File: src/rtl/gshare_spec_predictor_pkg.sv
// Shared types and default sizing for the gshare direction predictor.
// The typedefs cover only the default parameter set; parametrised logic sizes its own vectors.
package gshare_spec_predictor_pkg;

    localparam int DEF_IDX_BITS = 10;
    localparam int DEF_HIST_LEN = 8;
    localparam int DEF_CTR_BITS = 2;

    typedef logic [DEF_CTR_BITS-1:0] bp_ctr_t;
    typedef logic [DEF_HIST_LEN-1:0] gshare_hist_t;

    localparam bp_ctr_t BP_CTR_WEAK_NT = bp_ctr_t'((1 << (DEF_CTR_BITS - 1)) - 1);

endpackage

File: src/rtl/gshare_spec_predictor_if.sv
// Predict (fetch) and resolve (BRU/ROB) signal bundle for the gshare predictor.
// master = fetch/resolution side, slave = predictor.
interface gshare_spec_predictor_if #(
    parameter int HIST_LEN = 8
);
    logic                predict_valid;
    logic [31:0]         predict_pc;
    logic                prediction;
    logic [HIST_LEN-1:0] predict_hist;

    logic                update_valid;
    logic [31:0]         update_pc;
    logic                update_taken;
    logic [HIST_LEN-1:0] update_hist;
    logic                update_mispredict;
    logic                flush;

    modport master (
        output predict_valid, predict_pc,
        output update_valid, update_pc, update_taken, update_hist, update_mispredict, flush,
        input  prediction, predict_hist
    );

    modport slave (
        input  predict_valid, predict_pc,
        input  update_valid, update_pc, update_taken, update_hist, update_mispredict, flush,
        output prediction, predict_hist
    );
endinterface

File: src/rtl/gshare_spec_predictor_pht.sv
// Pattern history table: saturating counters, one async read port, one sync write port.
// Every entry is returned to weakly not-taken in the single reset cycle, which also cancels a write.
module bp_sat_counter_table #(
    parameter int IDX_BITS = 10,
    parameter int CTR_BITS = 2
) (
    input  logic                clk,
    input  logic                srst,
    input  logic [IDX_BITS-1:0] rd_idx,
    output logic [CTR_BITS-1:0] rd_ctr,
    input  logic                wr_en,
    input  logic [IDX_BITS-1:0] wr_idx,
    input  logic                wr_taken
);
    localparam int                  ENTRIES = 2 ** IDX_BITS;
    localparam logic [CTR_BITS-1:0] CTR_MAX = '1;
    localparam logic [CTR_BITS-1:0] CTR_MIN = '0;
    localparam logic [CTR_BITS-1:0] CTR_WEAK_NT = CTR_BITS'((1 << (CTR_BITS - 1)) - 1);

    logic [CTR_BITS-1:0] ctr_q [ENTRIES];
    logic [CTR_BITS-1:0] wr_old;
    logic [CTR_BITS-1:0] wr_ctr_d;

    assign rd_ctr = ctr_q[rd_idx];
    assign wr_old = ctr_q[wr_idx];

    always_comb begin
        wr_ctr_d = wr_old;
        if (wr_taken && (wr_old != CTR_MAX)) begin
            wr_ctr_d = wr_old + 1'b1;
        end else if (!wr_taken && (wr_old != CTR_MIN)) begin
            wr_ctr_d = wr_old - 1'b1;
        end
    end

    always_ff @(posedge clk) begin
        if (srst) begin
            for (int i = 0; i < ENTRIES; i++) begin
                ctr_q[i] <= CTR_WEAK_NT;
            end
        end else if (wr_en) begin
            ctr_q[wr_idx] <= wr_ctr_d;
        end
    end

endmodule

File: src/rtl/gshare_spec_predictor.sv
// gshare direction predictor with speculative (predict-time) and architectural (resolve-time) history.
// Each prediction exports its history so the resolving branch trains exactly the entry it read.
module gshare_spec_predictor
    import gshare_spec_predictor_pkg::*;
#(
    parameter int IDX_BITS = DEF_IDX_BITS,
    parameter int HIST_LEN = DEF_HIST_LEN,
    parameter int CTR_BITS = DEF_CTR_BITS
) (
    input  logic                    clk,
    input  logic                    rst,
    gshare_spec_predictor_if.slave  bp
);
    logic [HIST_LEN-1:0] spec_hist_q, spec_hist_d;
    logic [HIST_LEN-1:0] arch_hist_q, arch_hist_d;
    logic [IDX_BITS-1:0] pred_idx;
    logic [IDX_BITS-1:0] upd_idx;
    logic [CTR_BITS-1:0] pred_ctr;
    logic                unused_bits;

    // Index = word-aligned PC slice XOR zero-extended history.
    assign pred_idx = bp.predict_pc[IDX_BITS+1:2] ^ IDX_BITS'(spec_hist_q);
    assign upd_idx  = bp.update_pc[IDX_BITS+1:2]  ^ IDX_BITS'(bp.update_hist);

    assign bp.prediction   = pred_ctr[CTR_BITS-1];
    assign bp.predict_hist = spec_hist_q;

    assign unused_bits = ^{bp.predict_pc[31:IDX_BITS+2], bp.predict_pc[1:0],
                           bp.update_pc[31:IDX_BITS+2], bp.update_pc[1:0]};

    bp_sat_counter_table #(
        .IDX_BITS (IDX_BITS),
        .CTR_BITS (CTR_BITS)
    ) u_pht (
        .clk      (clk),
        .srst     (rst),
        .rd_idx   (pred_idx),
        .rd_ctr   (pred_ctr),
        .wr_en    (bp.update_valid),
        .wr_idx   (upd_idx),
        .wr_taken (bp.update_taken)
    );

    always_comb begin
        arch_hist_d = arch_hist_q;
        if (bp.update_valid) begin
            arch_hist_d = {arch_hist_q[HIST_LEN-2:0], bp.update_taken};
        end
    end

    // Flush restores committed history (including this cycle's resolution);
    // a mispredict rebuilds from the branch's own snapshot and drops any same-cycle predict shift.
    always_comb begin
        spec_hist_d = spec_hist_q;
        if (bp.flush) begin
            spec_hist_d = arch_hist_d;
        end else if (bp.update_valid && bp.update_mispredict) begin
            spec_hist_d = {bp.update_hist[HIST_LEN-2:0], bp.update_taken};
        end else if (bp.predict_valid) begin
            spec_hist_d = {spec_hist_q[HIST_LEN-2:0], bp.prediction};
        end
    end

    always_ff @(posedge clk) begin
        if (rst) begin
            spec_hist_q <= '0;
            arch_hist_q <= '0;
        end else begin
            spec_hist_q <= spec_hist_d;
            arch_hist_q <= arch_hist_d;
        end
    end

endmodule

File: src/flat_wrapper.sv
// flat-port wrapper written by rule: the top's interface ports become plain ports
module gshare_spec_predictor_flat import gshare_spec_predictor_pkg::*;
#(
    parameter int IDX_BITS = DEF_IDX_BITS,
    parameter int HIST_LEN = DEF_HIST_LEN,
    parameter int CTR_BITS = DEF_CTR_BITS
)
  (clk, rst, bp_predict_valid, bp_predict_pc, bp_update_valid, bp_update_pc, bp_update_taken, bp_update_hist, bp_update_mispredict, bp_flush, bp_prediction, bp_predict_hist);
  gshare_spec_predictor_if #(.HIST_LEN(HIST_LEN)) bp_i ();
  input  logic clk;
  input  logic rst;
  input wire logic [$bits(bp_i.predict_valid)-1:0] bp_predict_valid;
  input wire logic [$bits(bp_i.predict_pc)-1:0] bp_predict_pc;
  input wire logic [$bits(bp_i.update_valid)-1:0] bp_update_valid;
  input wire logic [$bits(bp_i.update_pc)-1:0] bp_update_pc;
  input wire logic [$bits(bp_i.update_taken)-1:0] bp_update_taken;
  input wire logic [$bits(bp_i.update_hist)-1:0] bp_update_hist;
  input wire logic [$bits(bp_i.update_mispredict)-1:0] bp_update_mispredict;
  input wire logic [$bits(bp_i.flush)-1:0] bp_flush;
  output wire logic [$bits(bp_i.prediction)-1:0] bp_prediction;
  output wire logic [$bits(bp_i.predict_hist)-1:0] bp_predict_hist;
  assign bp_i.predict_valid = bp_predict_valid;
  assign bp_i.predict_pc = bp_predict_pc;
  assign bp_i.update_valid = bp_update_valid;
  assign bp_i.update_pc = bp_update_pc;
  assign bp_i.update_taken = bp_update_taken;
  assign bp_i.update_hist = bp_update_hist;
  assign bp_i.update_mispredict = bp_update_mispredict;
  assign bp_i.flush = bp_flush;
  assign bp_prediction = bp_i.prediction;
  assign bp_predict_hist = bp_i.predict_hist;
  gshare_spec_predictor #(.IDX_BITS(IDX_BITS), .HIST_LEN(HIST_LEN), .CTR_BITS(CTR_BITS)) u_core (.clk(clk), .rst(rst), .bp(bp_i));
endmodule
File: config.mk
export PLATFORM = sky130hd
export DESIGN_NAME = gshare_spec_predictor_flat
export DESIGN_NICKNAME = d
export VERILOG_FILES = /design/src/rtl/gshare_spec_predictor_pkg.sv /design/src/rtl/gshare_spec_predictor_if.sv /design/src/rtl/gshare_spec_predictor_pht.sv /design/src/rtl/gshare_spec_predictor.sv /design/src/flat_wrapper.sv
export SDC_FILE = /design/constraint.sdc
export NUM_CORES = 2
export LEC_CHECK = 0
export BUFFER_PORTS_ARGS = -buffer_cell sky130_fd_sc_hd__buf_2
export CAP_MARGIN = 40
export CORE_ASPECT_RATIO = 1.25
export CORE_MARGIN = 2
export CORE_UTILIZATION = 47
export DETAILED_ROUTE_END_ITERATION = 10
export PLACE_DENSITY = 0.64
export REMOVE_ABC_BUFFERS = 1
export SYNTH_ARGS = -nofsm -noshare
export SYNTH_HDL_FRONTEND = slang
export SYNTH_SLANG_ARGS = --single-unit
File: constraint.sdc
create_clock -name clk -period 6.15 [get_ports clk]
set_input_delay 1.23 -clock clk [delete_from_list [all_inputs] [get_ports clk]]
set_output_delay 1.23 -clock clk [all_outputs]
set_load 0.01 [all_outputs]
==> results.py <==
metrics = {
    "placement": {
        "dp_hpwl_um": 285000,
        "placedInstanceArea_um2": 121000,
        "gp_congestion": 0.975,
        "pre_cts_ws_ns": -0.645,
        "place.port_buffers": 43,
    },
    "floorplanning": {
        "fp-row-count": 199,
        "ioPinCount": 88,
        "die_w_um": 439,
        "core_area_um2": 235000,
        "dieHeight_um": 547,
        "dieArea_um2": 240000,
        "initial_core_util_pct": 47.2,
    },
    "logic_synthesis": {
        "synth_top_flop_cell": "edfxtp_1",
        "yosysSeqAreaShare_pct": 55.7,
        "ys_warn_count": 0,
        "syn_inst": 9624,
        "synthArstFlopShare_pct": 0,
        "yosysTopAreaCell": "edfxtp_1",
        "synth_area_leaders": "edfxtp_1 (55%), mux4_2 (10%), nand2b_1 (5.8%)",
        "synth_area_um2": 111000,
        "synthDistinctLibCells": 61,
        "yosysTopAreaCellShare_pct": 55.4,
        "avgSynthCellArea_um2": 11.5,
        "ys_ff_latch": 2064,
        "synth_edf_count": 2048,
    },
    "pwr": {
        "p_leak_nw": 39.5,
        "p_per_area_nw_per_um2": 288,
        "ir_worst_vdd_mv": 0.216,
    },
    "cts": {
        "cts-resized-gates": 0,
        "hold_buffers": 0,
        "htree_levels": 4,
        "clockRootBuffer": "clkbuf_16",
        "clk_pin_slew_ns": 0.06,
        "cts_setup_buffers": 0,
        "cts_tree": "built",
        "cts_buffers": 212,
        "clk-insertion-delay-late_ns": 0.91,
        "clock-sinks": 2064,
        "clock_path_buffers": 4,
    },
    "setup_path": {
        "worstReg2RegStart": "u_core.u_pht.ctr_q[24][1]$_SDFFCE_PN0P_",
        "r2r-end": "u_core.u_pht.ctr_q[995][1]$_SDFFCE_PN0P_",
        "cp_data_required_time_ns": 4.92,
        "critPathTopFamily": "buffers and inverters",
        "ff2ff_setup_slack_ns": 1.03,
        "cp-start-kind": "primary input",
        "end_kind": "output pin",
        "r2r.worst_path.cells": 15,
        "max_stage_delay_ns": 0.59,
        "crit_path_cell_trace": "buf_2 -> xnor2_2 -> buf_12 -> buf_16 -> mux4_2 -> a22o_1 -> nor2_1 -> nand3_1 -> o311a_1 -> nor4_1 -> buf_4 -> a2bb2o_1 -> a211oi_2 -> buf_4 -> buf_2",
        "critPathBufInv": 6,
        "path_max_fanout": 30,
        "path_depth": 15,
        "crit_slowest_cell": "mux4_2",
        "cp.arrival_ns": 4.86,
        "crit_type": "primary input to output pin",
    },
    "detailed_routing": {
        "viasPerCell": 6.91,
        "first_pass_iters": 7,
        "ant_nets": 0,
        "avgRoutedWirePerCell_um": 33.8,
        "routed_wl_um": 438000,
        "drt_iter0_drc": 14500,
        "num_vias": 89600,
        "drc": 0,
    },
    "min_path": {
        "hold-path-endpoint": "u_core.arch_hist_q[7]$_SDFF_PP0_",
        "hp-class": "flop to flop",
        "hold_start": "u_core.arch_hist_q[7]$_SDFF_PP0_",
        "min_delay_path_depth": 2,
    },
    "sta": {
        "min_period_ns": 6.09,
        "final-setup-viol-count": 0,
        "fmaxAchievable_ghz": 0.164,
        "slew_headroom_pct": 16.1,
        "fin_ws_ns": 0.0564,
        "fin_crit_sh_pct": 99.1,
        "worst_slew_pin_slew_ns": 1.26,
        "skew_ns": 0.0620,
        "slew_viol_final": 0,
        "grt_setup_unrepaired": "no",
        "hold_viol_final": 0,
    },
    "final_layout": {
        "final_common_cell": "edfxtp_1",
        "drive_gt1_share_pct": 19.0,
        "stdcell_area_um2": 128000,
        "fin_nets": 9739,
        "syn2layout_area_growth_pct": 15.3,
        "final_cell_mix": "edfxtp_1 (2048), nand2_1 (1273), a21oi_1 (1183), nand3_1 (1040), nand2b_1 (1026)",
    },
    "flow_run": {
        "max_cap_viol_count": 0,
    },
    "global_route": {
        "antenna_found_initial": 28,
        "grt_pass1_vias": 86700,
        "grt_usage_pct": 35.7,
        "grt_pass1_wl_um": 616000,
        "grt_max_degree": 211,
        "grt-ovfl-total": 0,
    },
    "run_status": {
        "status": "completed",
    },
}
## logic make-up (layout without fill, tap and decap cells)
kind of cell	count (synthesis)	in the layout	synth area share (%)
adder cells (fa/ha/maj)	2	2	0.0225
flip-flops	2064	2064	55.7
buffers and inverters	1146	1338	4.48
other	0	40	0
XOR/XNOR	29	29	0.235
multiplexers	947	947	14.3
AO/OA/AOI/OAI	1801	1801	9.20
AND/OR/NAND/NOR	3635	3635	16.1
## sequential cells by signal, summed over array words and instances, names as in the netlist
signal and count:
u_core.arch_hist_q 8, u_core.u_pht.ctr_q 2048, u_core.bp.predict_hist 8
## power breakdown
group | internal [mW] | switching, mW
registers | 15.7 | 0.154
logic | 2.88 | 5.55
clock network | 7.02 | 5.67
total | 25.6 | 11.4
## synthesized netlist by cell type, types with 99 or more instances
cell type and count:
nand2b_1 1026, mux2i_1 437, clkbuf_1 711, a21oi_1 1183, nor2_1 126, edfxtp_1 2048, nand3_1 1050, buf_2 322
a22oi_1 99, mux4_2 510, nand2_1 1273, o22ai_1 297
## worst reg2reg max path, cell delays in order (launching register included)
cell	delay, ns
edfxtp_1	0.42
mux2i_1	0.35
o22ai_1	0.15
a2111oi_1	0.62
nand4_1	0.29
buf_4	0.24
a22oi_1	0.19
a31oi_1	0.26
or4_4	0.60
nor2_1	0.16
ha_1	0.18
inv_1	0.08
o31ai_4	0.52
buf_12	0.30
buf_12	0.32
a21oi_1	0.16
## metal layers
layer / wire length (µm) / global-route usage, %
met1: 141000 / 42.6
met3: 56500 / 9.47
met5: 117 / 0
met2: 197000 / 54.1
met4: 43800 / 29.7
## how the worst max path moves through the flow
| stage | startpoint | to |
|---|---|---|
| 5_1_grt | bp_predict_pc[2] | bp_prediction |
| 3_3_place_gp | bp_update_hist[1] | u_core.u_pht.ctr_q[280][1]$_SDFFCE_PN0P_ |
| 3_5_place_dp | bp_update_hist[1] | u_core.u_pht.ctr_q[448][0]$_SDFFCE_PN1P_ |
| 2_1_floorplan | bp_update_hist[1] | u_core.u_pht.ctr_q[0][0]$_SDFFCE_PN1P_ |
| 6_report | bp_predict_pc[2] | bp_prediction |
| 4_1_cts | bp_predict_pc[2] | bp_prediction |
## area by class of cell
type | count | area, µm²
Antenna cell | 40 | 100
Timing Repair Buffer | 960 | 10600
Clock buffer | 281 | 5740
Sequential cell | 2064 | 61800
Tap cell | 3115 | 3900
Clock inverter | 91 | 756
Multi-Input combinational cell | 6414 | 45100
Inverter | 6 | 22.5
Fill cell | 19500 | 107000
## stage by stage
stage,setup TNS [ns],instances,hold WS [ns],utilization [%],total power [mW]
after CTS,0,12900,0.509,54.4,36.6
after floorplan,-,8484,0.456,-,21.3
after global routing,0,12900,0.552,54.4,37.5
after detailed placement,-1125.94,12600,0.494,51.7,24.2
after global placement,-1109.36,12500,0.480,51.5,24.1
final,0,13000,0.507,54.5,36.9
Power figures use the tool's default switching activity.
